==> src/rtl/cache_pkg.sv <==
// Shared types and helpers for the N-way cache controller and its replacement unit.
package cache_pkg;

  typedef enum logic [2:0] {
    IDLE  = 3'd0,
    CHECK = 3'd1,
    WB    = 3'd2,
    FILL  = 3'd3,
    WT    = 3'd4,
    ERROR = 3'd5
  } cache_state_t;

  typedef enum logic {
    READ  = 1'b0,
    WRITE = 1'b1
  } cache_op_t;

  function automatic int unsigned way_w(input int unsigned ways);
    return $clog2(ways);
  endfunction

endpackage

==> src/rtl/cache_control_nway_if.sv <==
// CPU port, main-memory port and cache datapath controls seen by the N-way controller.
interface cache_control_nway_if #(
  parameter int unsigned WAYS = 4
);
  localparam int unsigned WW = cache_pkg::way_w(WAYS);

  logic            cpu_read;
  logic            cpu_write;
  logic [WAYS-1:0] hit_way;
  logic [WAYS-1:0] is_valid;
  logic [WAYS-1:0] is_dirty;
  logic [WW-1:0]   victim_way;
  logic            mem_ack;

  logic            cpu_mem_valid;
  logic            lru_load;
  logic [WW-1:0]   lru_way;
  logic [WAYS-1:0] load_tag;
  logic [WAYS-1:0] load_line;
  logic [WAYS-1:0] load_bytes;
  logic            data_in_select;
  logic [WAYS-1:0] set_dirty;
  logic [WAYS-1:0] write_dirty;
  logic [WAYS-1:0] set_valid;
  logic [WAYS-1:0] write_valid;
  logic            mem_read;
  logic            mem_write;
  logic [WW-1:0]   mem_wb_way;
  logic            mem_wr_cpu;
  logic            busy;
  logic            error;

  modport master (
    output cpu_read, cpu_write, hit_way, is_valid, is_dirty, victim_way, mem_ack,
    input  cpu_mem_valid, lru_load, lru_way, load_tag, load_line, load_bytes,
           data_in_select, set_dirty, write_dirty, set_valid, write_valid,
           mem_read, mem_write, mem_wb_way, mem_wr_cpu, busy, error
  );

  modport slave (
    input  cpu_read, cpu_write, hit_way, is_valid, is_dirty, victim_way, mem_ack,
    output cpu_mem_valid, lru_load, lru_way, load_tag, load_line, load_bytes,
           data_in_select, set_dirty, write_dirty, set_valid, write_valid,
           mem_read, mem_write, mem_wb_way, mem_wr_cpu, busy, error
  );

endinterface

==> src/rtl/cache_onehot_enc.sv <==
// One-hot to index encoder with any/multi flags; idx is only meaningful when multi is low.
module cache_onehot_enc #(
  parameter int unsigned N = 4
) (
  input  logic [N-1:0]         vec,
  output logic [$clog2(N)-1:0] idx,
  output logic                 any,
  output logic                 multi
);

  localparam int unsigned IW = $clog2(N);

  always_comb begin
    idx = '0;
    for (int unsigned i = 0; i < N; i++) begin
      if (vec[i]) idx = idx | IW'(i);
    end
  end

  assign any   = |vec;
  // Clearing the lowest set bit leaves something only when two or more were set.
  assign multi = |(vec & (vec - N'(1)));

endmodule

==> src/rtl/cache_control_nway.sv <==
// N-way set-associative cache controller: hit/miss sequencing, writeback, fill,
// write-through for non-allocating writes, memory timeout and multi-hit trapping.
module cache_control_nway
  import cache_pkg::*;
#(
  parameter int unsigned WAYS           = 4,
  parameter int unsigned WRITE_ALLOCATE = 1,
  parameter int unsigned TIMEOUT_CYCLES = 1024
) (
  input logic                 clk,
  input logic                 rst_n,
  cache_control_nway_if.slave bus
);

  localparam int unsigned WW = way_w(WAYS);
  localparam int unsigned TW = $clog2(TIMEOUT_CYCLES);

  cache_state_t    r_state;
  cache_state_t    w_state_next;
  cache_op_t       r_op;
  logic [WW-1:0]   r_vict;
  logic [TW-1:0]   r_tmo;
  logic            r_retried;

  logic [WAYS-1:0] w_hit_vec;
  logic [WW-1:0]   w_hit_idx;
  logic            w_hit_any;
  logic            w_hit_multi;
  logic            w_hit_ok;
  logic [WAYS-1:0] w_vict_oh;
  logic            w_vict_dirty;
  logic            w_mem_wait;
  logic            w_tmo_expired;
  logic            w_no_alloc;

  assign w_hit_vec = bus.hit_way & bus.is_valid;

  cache_onehot_enc #(.N(WAYS)) u_hit_enc (
    .vec   (w_hit_vec),
    .idx   (w_hit_idx),
    .any   (w_hit_any),
    .multi (w_hit_multi)
  );

  assign w_hit_ok      = w_hit_any & ~w_hit_multi;
  assign w_vict_dirty  = bus.is_valid[bus.victim_way] & bus.is_dirty[bus.victim_way];
  assign w_vict_oh     = WAYS'(1) << r_vict;
  assign w_mem_wait    = (r_state == WB) || (r_state == FILL) || (r_state == WT);
  assign w_tmo_expired = w_mem_wait && (r_tmo == TW'(TIMEOUT_CYCLES - 1));
  assign w_no_alloc    = (r_op == WRITE) && (WRITE_ALLOCATE == 0);

  // State register
  always_ff @(posedge clk or negedge rst_n) begin
    if (!rst_n) r_state <= IDLE;
    else        r_state <= w_state_next;
  end

  // Transaction context: op, victim, retry flag and memory wait counter
  always_ff @(posedge clk or negedge rst_n) begin
    if (!rst_n) begin
      r_op      <= READ;
      r_vict    <= '0;
      r_retried <= 1'b0;
      r_tmo     <= '0;
    end else begin
      if (r_state == IDLE && (bus.cpu_write || bus.cpu_read))
        r_op <= bus.cpu_write ? WRITE : READ;
      if (r_state == CHECK && (w_state_next == WB || w_state_next == FILL))
        r_vict <= bus.victim_way;
      if (r_state == IDLE)
        r_retried <= 1'b0;
      else if (r_state == FILL && bus.mem_ack)
        r_retried <= 1'b1;
      if (w_state_next != r_state) r_tmo <= '0;
      else if (w_mem_wait)         r_tmo <= r_tmo + TW'(1);
    end
  end

  // Next-state logic; a mem_ack always beats a coincident timeout
  always_comb begin
    w_state_next = r_state;
    case (r_state)
      IDLE: begin
        if (bus.cpu_write || bus.cpu_read) w_state_next = CHECK;
      end
      CHECK: begin
        if (w_hit_multi)       w_state_next = ERROR;
        else if (w_hit_any)    w_state_next = IDLE;
        else if (r_retried)    w_state_next = ERROR;
        else if (w_no_alloc)   w_state_next = WT;
        else if (w_vict_dirty) w_state_next = WB;
        else                   w_state_next = FILL;
      end
      WB: begin
        if (bus.mem_ack)         w_state_next = FILL;
        else if (w_tmo_expired)  w_state_next = ERROR;
      end
      FILL: begin
        if (bus.mem_ack)         w_state_next = CHECK;
        else if (w_tmo_expired)  w_state_next = ERROR;
      end
      WT: begin
        if (bus.mem_ack)         w_state_next = IDLE;
        else if (w_tmo_expired)  w_state_next = ERROR;
      end
      ERROR:   w_state_next = IDLE;
      default: w_state_next = IDLE;
    endcase
  end

  // Output decode from state and current inputs
  always_comb begin
    bus.cpu_mem_valid  = 1'b0;
    bus.lru_load       = 1'b0;
    bus.lru_way        = '0;
    bus.load_tag       = '0;
    bus.load_line      = '0;
    bus.load_bytes     = '0;
    bus.data_in_select = 1'b0;
    bus.set_dirty      = '0;
    bus.write_dirty    = '0;
    bus.set_valid      = '0;
    bus.write_valid    = '0;
    bus.mem_read       = 1'b0;
    bus.mem_write      = 1'b0;
    bus.mem_wb_way     = '0;
    bus.mem_wr_cpu     = 1'b0;
    bus.busy           = (r_state != IDLE);
    bus.error          = 1'b0;
    case (r_state)
      CHECK: begin
        if (w_hit_ok) begin
          bus.cpu_mem_valid = 1'b1;
          bus.lru_load      = 1'b1;
          bus.lru_way       = w_hit_idx;
          if (r_op == WRITE) begin
            bus.load_bytes  = w_hit_vec;
            bus.set_dirty   = w_hit_vec;
            bus.write_dirty = w_hit_vec;
          end
        end
      end
      WB: begin
        bus.mem_write  = 1'b1;
        bus.mem_wb_way = r_vict;
      end
      FILL: begin
        bus.mem_read = 1'b1;
        if (bus.mem_ack) begin
          bus.load_line      = w_vict_oh;
          bus.load_tag       = w_vict_oh;
          bus.set_valid      = w_vict_oh;
          bus.write_valid    = w_vict_oh;
          bus.write_dirty    = w_vict_oh;
          bus.data_in_select = 1'b1;
        end
      end
      WT: begin
        bus.mem_write  = 1'b1;
        bus.mem_wr_cpu = 1'b1;
        if (bus.mem_ack) bus.cpu_mem_valid = 1'b1;
      end
      ERROR: begin
        bus.error         = 1'b1;
        bus.cpu_mem_valid = 1'b1;
      end
      default: ;
    endcase
  end

endmodule
==> src/flat_wrapper.sv <==
// flat-port wrapper written by rule: the top's interface ports become plain ports
module cache_control_nway_flat import cache_pkg::*;
#(
  parameter int unsigned WAYS           = 4,
  parameter int unsigned WRITE_ALLOCATE = 1,
  parameter int unsigned TIMEOUT_CYCLES = 1024
)
  (clk, rst_n, bus_cpu_read, bus_cpu_write, bus_hit_way, bus_is_valid, bus_is_dirty, bus_victim_way, bus_mem_ack, bus_cpu_mem_valid, bus_lru_load, bus_lru_way, bus_load_tag, bus_load_line, bus_load_bytes, bus_data_in_select, bus_set_dirty, bus_write_dirty, bus_set_valid, bus_write_valid, bus_mem_read, bus_mem_write, bus_mem_wb_way, bus_mem_wr_cpu, bus_busy, bus_error);
  cache_control_nway_if #(.WAYS(WAYS)) bus_i ();
  input logic clk;
  input logic rst_n;
  input wire logic [$bits(bus_i.cpu_read)-1:0] bus_cpu_read;
  input wire logic [$bits(bus_i.cpu_write)-1:0] bus_cpu_write;
  input wire logic [$bits(bus_i.hit_way)-1:0] bus_hit_way;
  input wire logic [$bits(bus_i.is_valid)-1:0] bus_is_valid;
  input wire logic [$bits(bus_i.is_dirty)-1:0] bus_is_dirty;
  input wire logic [$bits(bus_i.victim_way)-1:0] bus_victim_way;
  input wire logic [$bits(bus_i.mem_ack)-1:0] bus_mem_ack;
  output wire logic [$bits(bus_i.cpu_mem_valid)-1:0] bus_cpu_mem_valid;
  output wire logic [$bits(bus_i.lru_load)-1:0] bus_lru_load;
  output wire logic [$bits(bus_i.lru_way)-1:0] bus_lru_way;
  output wire logic [$bits(bus_i.load_tag)-1:0] bus_load_tag;
  output wire logic [$bits(bus_i.load_line)-1:0] bus_load_line;
  output wire logic [$bits(bus_i.load_bytes)-1:0] bus_load_bytes;
  output wire logic [$bits(bus_i.data_in_select)-1:0] bus_data_in_select;
  output wire logic [$bits(bus_i.set_dirty)-1:0] bus_set_dirty;
  output wire logic [$bits(bus_i.write_dirty)-1:0] bus_write_dirty;
  output wire logic [$bits(bus_i.set_valid)-1:0] bus_set_valid;
  output wire logic [$bits(bus_i.write_valid)-1:0] bus_write_valid;
  output wire logic [$bits(bus_i.mem_read)-1:0] bus_mem_read;
  output wire logic [$bits(bus_i.mem_write)-1:0] bus_mem_write;
  output wire logic [$bits(bus_i.mem_wb_way)-1:0] bus_mem_wb_way;
  output wire logic [$bits(bus_i.mem_wr_cpu)-1:0] bus_mem_wr_cpu;
  output wire logic [$bits(bus_i.busy)-1:0] bus_busy;
  output wire logic [$bits(bus_i.error)-1:0] bus_error;
  assign bus_i.cpu_read = bus_cpu_read;
  assign bus_i.cpu_write = bus_cpu_write;
  assign bus_i.hit_way = bus_hit_way;
  assign bus_i.is_valid = bus_is_valid;
  assign bus_i.is_dirty = bus_is_dirty;
  assign bus_i.victim_way = bus_victim_way;
  assign bus_i.mem_ack = bus_mem_ack;
  assign bus_cpu_mem_valid = bus_i.cpu_mem_valid;
  assign bus_lru_load = bus_i.lru_load;
  assign bus_lru_way = bus_i.lru_way;
  assign bus_load_tag = bus_i.load_tag;
  assign bus_load_line = bus_i.load_line;
  assign bus_load_bytes = bus_i.load_bytes;
  assign bus_data_in_select = bus_i.data_in_select;
  assign bus_set_dirty = bus_i.set_dirty;
  assign bus_write_dirty = bus_i.write_dirty;
  assign bus_set_valid = bus_i.set_valid;
  assign bus_write_valid = bus_i.write_valid;
  assign bus_mem_read = bus_i.mem_read;
  assign bus_mem_write = bus_i.mem_write;
  assign bus_mem_wb_way = bus_i.mem_wb_way;
  assign bus_mem_wr_cpu = bus_i.mem_wr_cpu;
  assign bus_busy = bus_i.busy;
  assign bus_error = bus_i.error;
  cache_control_nway #(.WAYS(WAYS), .WRITE_ALLOCATE(WRITE_ALLOCATE), .TIMEOUT_CYCLES(TIMEOUT_CYCLES)) u_core (.clk(clk), .rst_n(rst_n), .bus(bus_i));
endmodule
==> config.mk <==
export PLATFORM = sky130hd
export DESIGN_NAME = cache_control_nway_flat
export DESIGN_NICKNAME = d
export VERILOG_FILES = /design/src/rtl/cache_pkg.sv /design/src/rtl/cache_control_nway_if.sv /design/src/rtl/cache_onehot_enc.sv /design/src/rtl/cache_control_nway.sv /design/src/flat_wrapper.sv
export SDC_FILE = /design/constraint.sdc
export NUM_CORES = 1
export LEC_CHECK = 0
export BUFFER_PORTS_ARGS = -buffer_cell sky130_fd_sc_hd__clkbuf_2
export CAP_MARGIN = 20
export CORE_MARGIN = 5
export CORE_UTILIZATION = 45
export CTS_BUF_LIST = sky130_fd_sc_hd__clkbuf_4
export DETAILED_ROUTE_END_ITERATION = 8
export PLACE_DENSITY = 0.84
export SYNTH_ARGS = -nofsm -noshare
export SYNTH_HDL_FRONTEND = slang
export SYNTH_SLANG_ARGS = --single-unit
==> constraint.sdc <==
create_clock -name clk -period 3.05 [get_ports clk]
set_input_delay 0.7625 -clock clk [delete_from_list [all_inputs] [get_ports clk]]
set_output_delay 0.7625 -clock clk [all_outputs]
set_load 0.005 [all_outputs]
# Word-level counts from Yosys, hierarchy flattened
# Index checks and enable logic that the tools add are counted.
totals:
  reg_bits: 17
  latchBits: 0
  ram_bits: 0
  rom_bits: 0
  inputBits: 19
  output_inout_bits: 40
  word_cells: 78
  n_memories: 0
op_classes:
  n_addsub: 2
  multipliers: 0
  div: 0
  magnitude_cmp: 1
  eq_ne: 9
  shifts: 1
  n_mux: 40
  n_bitwise: 5
  n_reduce_logical: 15
op_table:
  columns: ["operator", "n"]
  rows:
  - ["3-bit 2-to-1 mux", 8]
  - ["10-bit 2-to-1 mux", 2]
  - ["4-bit 2-to-1 mux", 5]
  - ["1-bit 2-to-1 mux", 15]
  - ["3-bit one-hot mux with 5 select lines", 1]
  - ["3-bit by 2-bit equality test with 1-bit output (second input constant)", 4]
  - ["10-bit by 1-bit adder with 10-bit output (second input constant)", 1]
  - ["10-bit equality test (second input constant)", 1]
  - ["2-bit 2-to-1 mux", 5]
  - ["4-bit AND", 2]
  - ["4-bit one-hot mux with 2 select lines", 1]
  - ["4-bit OR reduction", 2]
  - ["3-bit equality test (second input constant)", 2]
  - ["1-bit binary-select mux with 2-bit select", 2]
  - ["1-bit logical AND", 4]
  - ["1-bit logical OR", 4]
  - ["2-bit nonzero test", 2]
  - ["1-bit by 2-bit << shifter with 4-bit output (first input constant)", 1]
  - ["4-bit by 1-bit subtractor with 4-bit output (second input constant)", 1]
  - ["3-bit by 1-bit equality test with 1-bit output (second input constant)", 1]
  - ["3-bit zero test", 1]
  - ["2-bit by 3-bit less-than comparator with 1-bit output (second input constant)", 1]
  - ["3-bit inequality test", 1]
  - ["1-bit one-hot mux with 3 select lines", 1]
  - ["4 further kinds", 5]

# Logic depth before layout (Yosys ltp)
logic_depth:
  word_depth: 11
  ltp_mapped: 7
  ltp_nobuf: 6

# Modules after synthesis
# A second synthesis with hierarchy kept.
unflattened:
  cells_unflattened: 164
  area_unflattened_um2: 1331.3
by_module_without_submodules:
  columns: ["module", "n_inst", "cells_each", "area_per_inst_um2", "seq_area_each_um2"]
  rows:
  - ["cache_control_nway", 1, 158, 1293.7, 425.4]
  - ["cache_onehot_enc", 1, 6, 37.5, 0.0]

# Worst setup path after synthesis
# No wires, ideal clock.
synth_path:
  path_kind: "input-to-output"
  start: "input bus_hit_way[0]"
  end: "output bus_set_dirty[0]"
  t_arrival_ns: 1.954
  t_required_ns: 2.288
  setup_slack_ns: 0.334
  path_stages: 5
  n_path_buf: 1
  cell_sequence: "a222oi_1 > and2_2 > o211ai_1 > nor2_1 > buf_4"
synth_via:
  elab_chain_cells: 8
  elab_cells_between_ends: 10
  cone_classes: "add/sub (1); mux (3); bitwise (4); reduce/logical (2)"
synth_rtl:
  columns: ["item", "line", "source"]
  rows:
  - ["start, declared", "flat_wrapper.sv:14", "input wire logic [$bits(bus_i.hit_way)-1:0] bus_hit_way;"]
  - ["4-bit AND *", "cache_control_nway.sv:36", "assign w_hit_vec = bus.hit_way & bus.is_valid;"]
  - ["4-bit by 1-bit subtractor with 4-bit output", "cache_onehot_enc.sv:22", "assign multi = |(vec & (vec - N'(1)));"]
  - ["4-bit AND", "cache_onehot_enc.sv:22", null]
  - ["4-bit OR reduction", "cache_onehot_enc.sv:22", null]
  - ["1-bit NOT", "cache_control_nway.sv:45", "assign w_hit_ok = w_hit_any & ~w_hit_multi;"]
  - ["1-bit AND", "cache_control_nway.sv:45", null]
  - ["4-bit 2-to-1 mux * (2 in a row)", null, null]
  - ["end, declared", "flat_wrapper.sv:26", "output wire logic [$bits(bus_i.set_dirty)-1:0] bus_set_dirty;"]
# Every way passes the cells marked *; elsewhere a longest branch is shown, timed or not.

# Final worst setup path
layout_path:
  start: "input bus_is_valid[0]"
  end: "output bus_set_dirty[0]"
layout_via:
  elab_chain_cells: 8
  elab_cells_between_ends: 10
  cone_classes: "add/sub (1); mux (3); bitwise (4); reduce/logical (2)"
layout_rtl:
  columns: ["item", "line", "source"]
  rows:
  - ["start, declared", "flat_wrapper.sv:15", "input wire logic [$bits(bus_i.is_valid)-1:0] bus_is_valid;"]
  - ["4-bit AND *", "cache_control_nway.sv:36", null]
  - ["4-bit by 1-bit subtractor with 4-bit output", "cache_onehot_enc.sv:22", null]
  - ["4-bit AND", "cache_onehot_enc.sv:22", null]
  - ["4-bit OR reduction", "cache_onehot_enc.sv:22", null]
  - ["1-bit NOT", "cache_control_nway.sv:45", null]
  - ["1-bit AND", "cache_control_nway.sv:45", null]
  - ["4-bit 2-to-1 mux *", "cache_control_nway.sv:132", "if (w_hit_ok) begin"]
  - ["4-bit 2-to-1 mux *", "cache_control_nway.sv:130", "case (r_state)"]
# Marks and branches as above.

==> summary.md <==
| Metric | Value |
|---|---|
| Worst EP arrival | `around 2.1 ns` |
| RSZ-0062 raised after global routing | `false` |
| Crit path largest cell delay | `roughly 0.27 ns` |
| GRT Total Usage | `between 10% and 20%` |
| Final setup fails | `0` |
| Synth-to-Final Area Change | `17.69%` |
| Max Fclk | `348.7 MHz` |
| First drt pass iteration count | `4` |
| Max Slew Vio Count | `0` |
| Core box area | `between 3000 and 4000 µm²` |
| Slew @ Worst Pin | `about 0.84 ns` |
| Fin nets | `250` |
| CTS buffer count | `3` |
| Crit start category | `input pin` |
| Skew final | `between 0.006 and 0.007 ns` |
| Critical path class | `input pin to output pin` |
| Max Cap Violations | `0` |
| YS warnings | `0` |
| Syn Inst Count | `around 180` |
| Clock Tree Root | `clkbuf_4` |
| Final worst slack | `around 0.18 ns` |
| #FFs+latches synth | `17` |
| Most common cell in the synthesized netlist | `nand3_1` |
| Die width | `roughly 69 µm` |
| Synth async-reset ratio | `100.0%` |
| HPWL after DPL | `~3200 µm` |
| Final min period | `2.868 ns` |
| Final ANT Viol Nets | `0` |
| Cell taking the most area after synthesis | `dfrtp_1` |
| Number of synthesized flops with an enable pin | `0` |
| Fin Hold WS | `around 0.39 ns` |
| Avg Cell Area, Syn | `8.581 µm²` |
| Vias per cell | `approximately 5.6` |
| Seq/Total Area, Yosys | `a little over a quarter` |
| Status | `completed` |
| Grt ovf | `0` |
| Synth Cell Area | `1570 µm²` |
| Yosys top cell area share | `27.09%` |
| Setup WS pre-CTS | `0.1279 ns` |
| Clock sinks | `17` |
| GPL Wtd Cong | `slightly above 0.8` |
| Count of cell types in the netlist | `between 40 and 50` |
| Ys flop type | `dfrtp_1` |
| Die H | `just under 70 µm` |
| Post-synth top cells | `21 x nand3_1, 17 x buf_4, 17 x dfrtp_1` |
| Cells along the critical path | `clkbuf_2 -> nand2_1 -> xnor2_1 -> a211oi_2 -> o211ai_1 -> buf_4 -> nor2_1 -> clkbuf_2` |
| Drt total wl | `4016 µm` |
| Clock transition at path regs | `between 0.1 and 0.15 ns` |
| Initial DRC Count | `83` |
| Initial core utilization | `46.69%` |
| Crit path top cell by count | `clkbuf_2` |
| Power per cell area | `around 690 nW/µm²` |
| Largest net degree at the start of global routing | `18` |
| H-tree Lvls | `1` |
| Min-delay worst type | `input pin to asynchronous set/reset pin` |
| CP endpoint kind | `output pin` |
| Syn nets | `203` |
| Cts-stage hold buffer count | `0` |
| PortBufs | `58` |
| Setup TNS | `0 ns` |
| CTS max path bufs | `2` |
| Die Area | `4771 µm²` |
| Slew HR | `between 40% and 50%` |
| Leak | `about 0.0009 µW` |
| Layout cells sized above 1 | `35.81%` |
| First-pass GRT wire length | `between 7000 and 8000 µm` |
| Peak VDD IR | `~0.00029 V` |
| Final worst path period share | `between 90% and 100%` |
| Top-level port count | `between 50 and 60` |
| Req. time, crit path | `~2.3 ns` |
| Via count | `approximately 1500` |
| Worst skew pair latency | `0.29 ns` |
| Fin. Hold Viols | `0` |
| DRC | `0` |
| Diodes inserted | `0` |
| Crit-path max FO | `8` |
| CTS tree | `done` |
| Slowest cell on crit path | `a211oi_2` |
| Drt wl/cell | `around 15 µm` |
| Final total power | `approximately 1300 µW` |
| Vias in the first global route | `between 1000 and 1500` |
| Placement Rows | `21` |
| Initial antenna violation count | `0` |
| Main area contributors after synthesis | `dfrtp_1 27%, buf_4 8.1%, mux2i_1 7.0%, nand3_1 6.7%, xnor2_1 4.5%` |
-- per-layer routing --
layer,up-vias,share of wire [%],GRT usage (%)
met5,-,0,0
met2,43,49,30.08
met4,0,1.6,5.423
met1,727,44,22.10
li1,757,-,-
met3,7,5.1,3.198
-- critical path: cells and delay by family --
kind	cells	cell delay (ns)
buf+inv	3	0.44
simple gates	2	0.31
compound gates	2	0.40
xor+xnor	1	0.19
-- power breakdown --
group	total (µW)	switching [µW]	internal, µW
clock network	124	74.8	48.8
logic	772	445	327
registers	374	97.3	276
-- cell type report --
cell class | instances | area (µm²)
fillers | 341 | 1515
multi-input cells | 138 | 975.9
flip-flops and latches | 17 | 425.4
repair buffers | 65 | 342.8
well taps | 46 | 57.56
clock buffers | 3 | 22.52
inverters | 5 | 18.77
clock inverters | 1 | 5.005
-- logic make-up after synthesis --
group,Yosys count,synth area share [%]
muxes,15,10.60
AOI/OAI and AO/OA,41,20.88
adders and majority gates,1,0.7967
buffers and inverters,28,11.08
DFF,17,27.09
and+or+nand+nor,70,23.43
xor gates and xnor gates,11,6.136
-- cells in the final DEF, fill, tap and decap left out, drive strengths merged, types with 2 or more instances in the layout --
| master | n |
|---|---|
| nor3 | 4 |
| o21a | 2 |
| and3 | 4 |
| a22oi | 2 |
| o21ai | 6 |
| buf | 7 |
| nor3b | 3 |
| xnor2 | 8 |
| clkbuf | 61 |
| mux2i | 11 |
| o2111ai | 3 |
| o21bai | 2 |
| a211oi | 5 |
| nor2 | 12 |
| mux2 | 3 |
| nand3 | 21 |
| inv | 5 |
| a21o | 3 |
| a21oi | 3 |
| dfrtp | 17 |
| nor2b | 2 |
| xor2 | 3 |
| nand4 | 3 |
| o22ai | 2 |
| o211ai | 4 |
| and2 | 2 |
| nand2 | 15 |
-- metrics by stage --
stage                     util (%)  instances  area, µm²
final                        54.95        275       1848
after global placement       53.76        270       1808
after detailed placement     53.76        270       1808
after global routing         54.95        275       1848
after CTS                    54.58        274       1836
after floorplan                  -        183       1570
-- repair_timing --
item / 4_1_cts / 5_1_grt
resized for setup: 0 / 1
buffers inserted: 0 / 1
endpoints found under the setup margin: 0 / 13
-- flip-flops by register name, summed over array words and instances, names as in the netlist --
name              flops
u_core.r_state        3
u_core.r_op           1
u_core.r_retried      1
u_core.r_vict         2
u_core.r_tmo         10
-- worst paths after layout --
| check | start | to | slack, ns | depth (start not counted) |
|---|---|---|---|---|
| max | bus_is_valid[0] | bus_set_dirty[0] | 0.18 | 8 |
| min | rst_n | u_core.r_tmo[3]$_DFFE_PN0P_ | 0.39 | 1 |
| max reg2reg | u_core.r_state[1]$_DFF_PN0_ | u_core.r_tmo[1]$_DFFE_PN0P_ | 0.84 | 7 |
| min reg2reg | u_core.r_retried$_DFFE_PN0P_ | u_core.r_retried$_DFFE_PN0P_ | 0.51 | 1 |
| max in group asynchronous | rst_n | u_core.r_state[1]$_DFF_PN0_ | 2.36 | 1 |
| min in group clk | u_core.r_retried$_DFFE_PN0P_ | u_core.r_retried$_DFFE_PN0P_ | 0.51 | 1 |
Power figures use the tool's default switching activity.
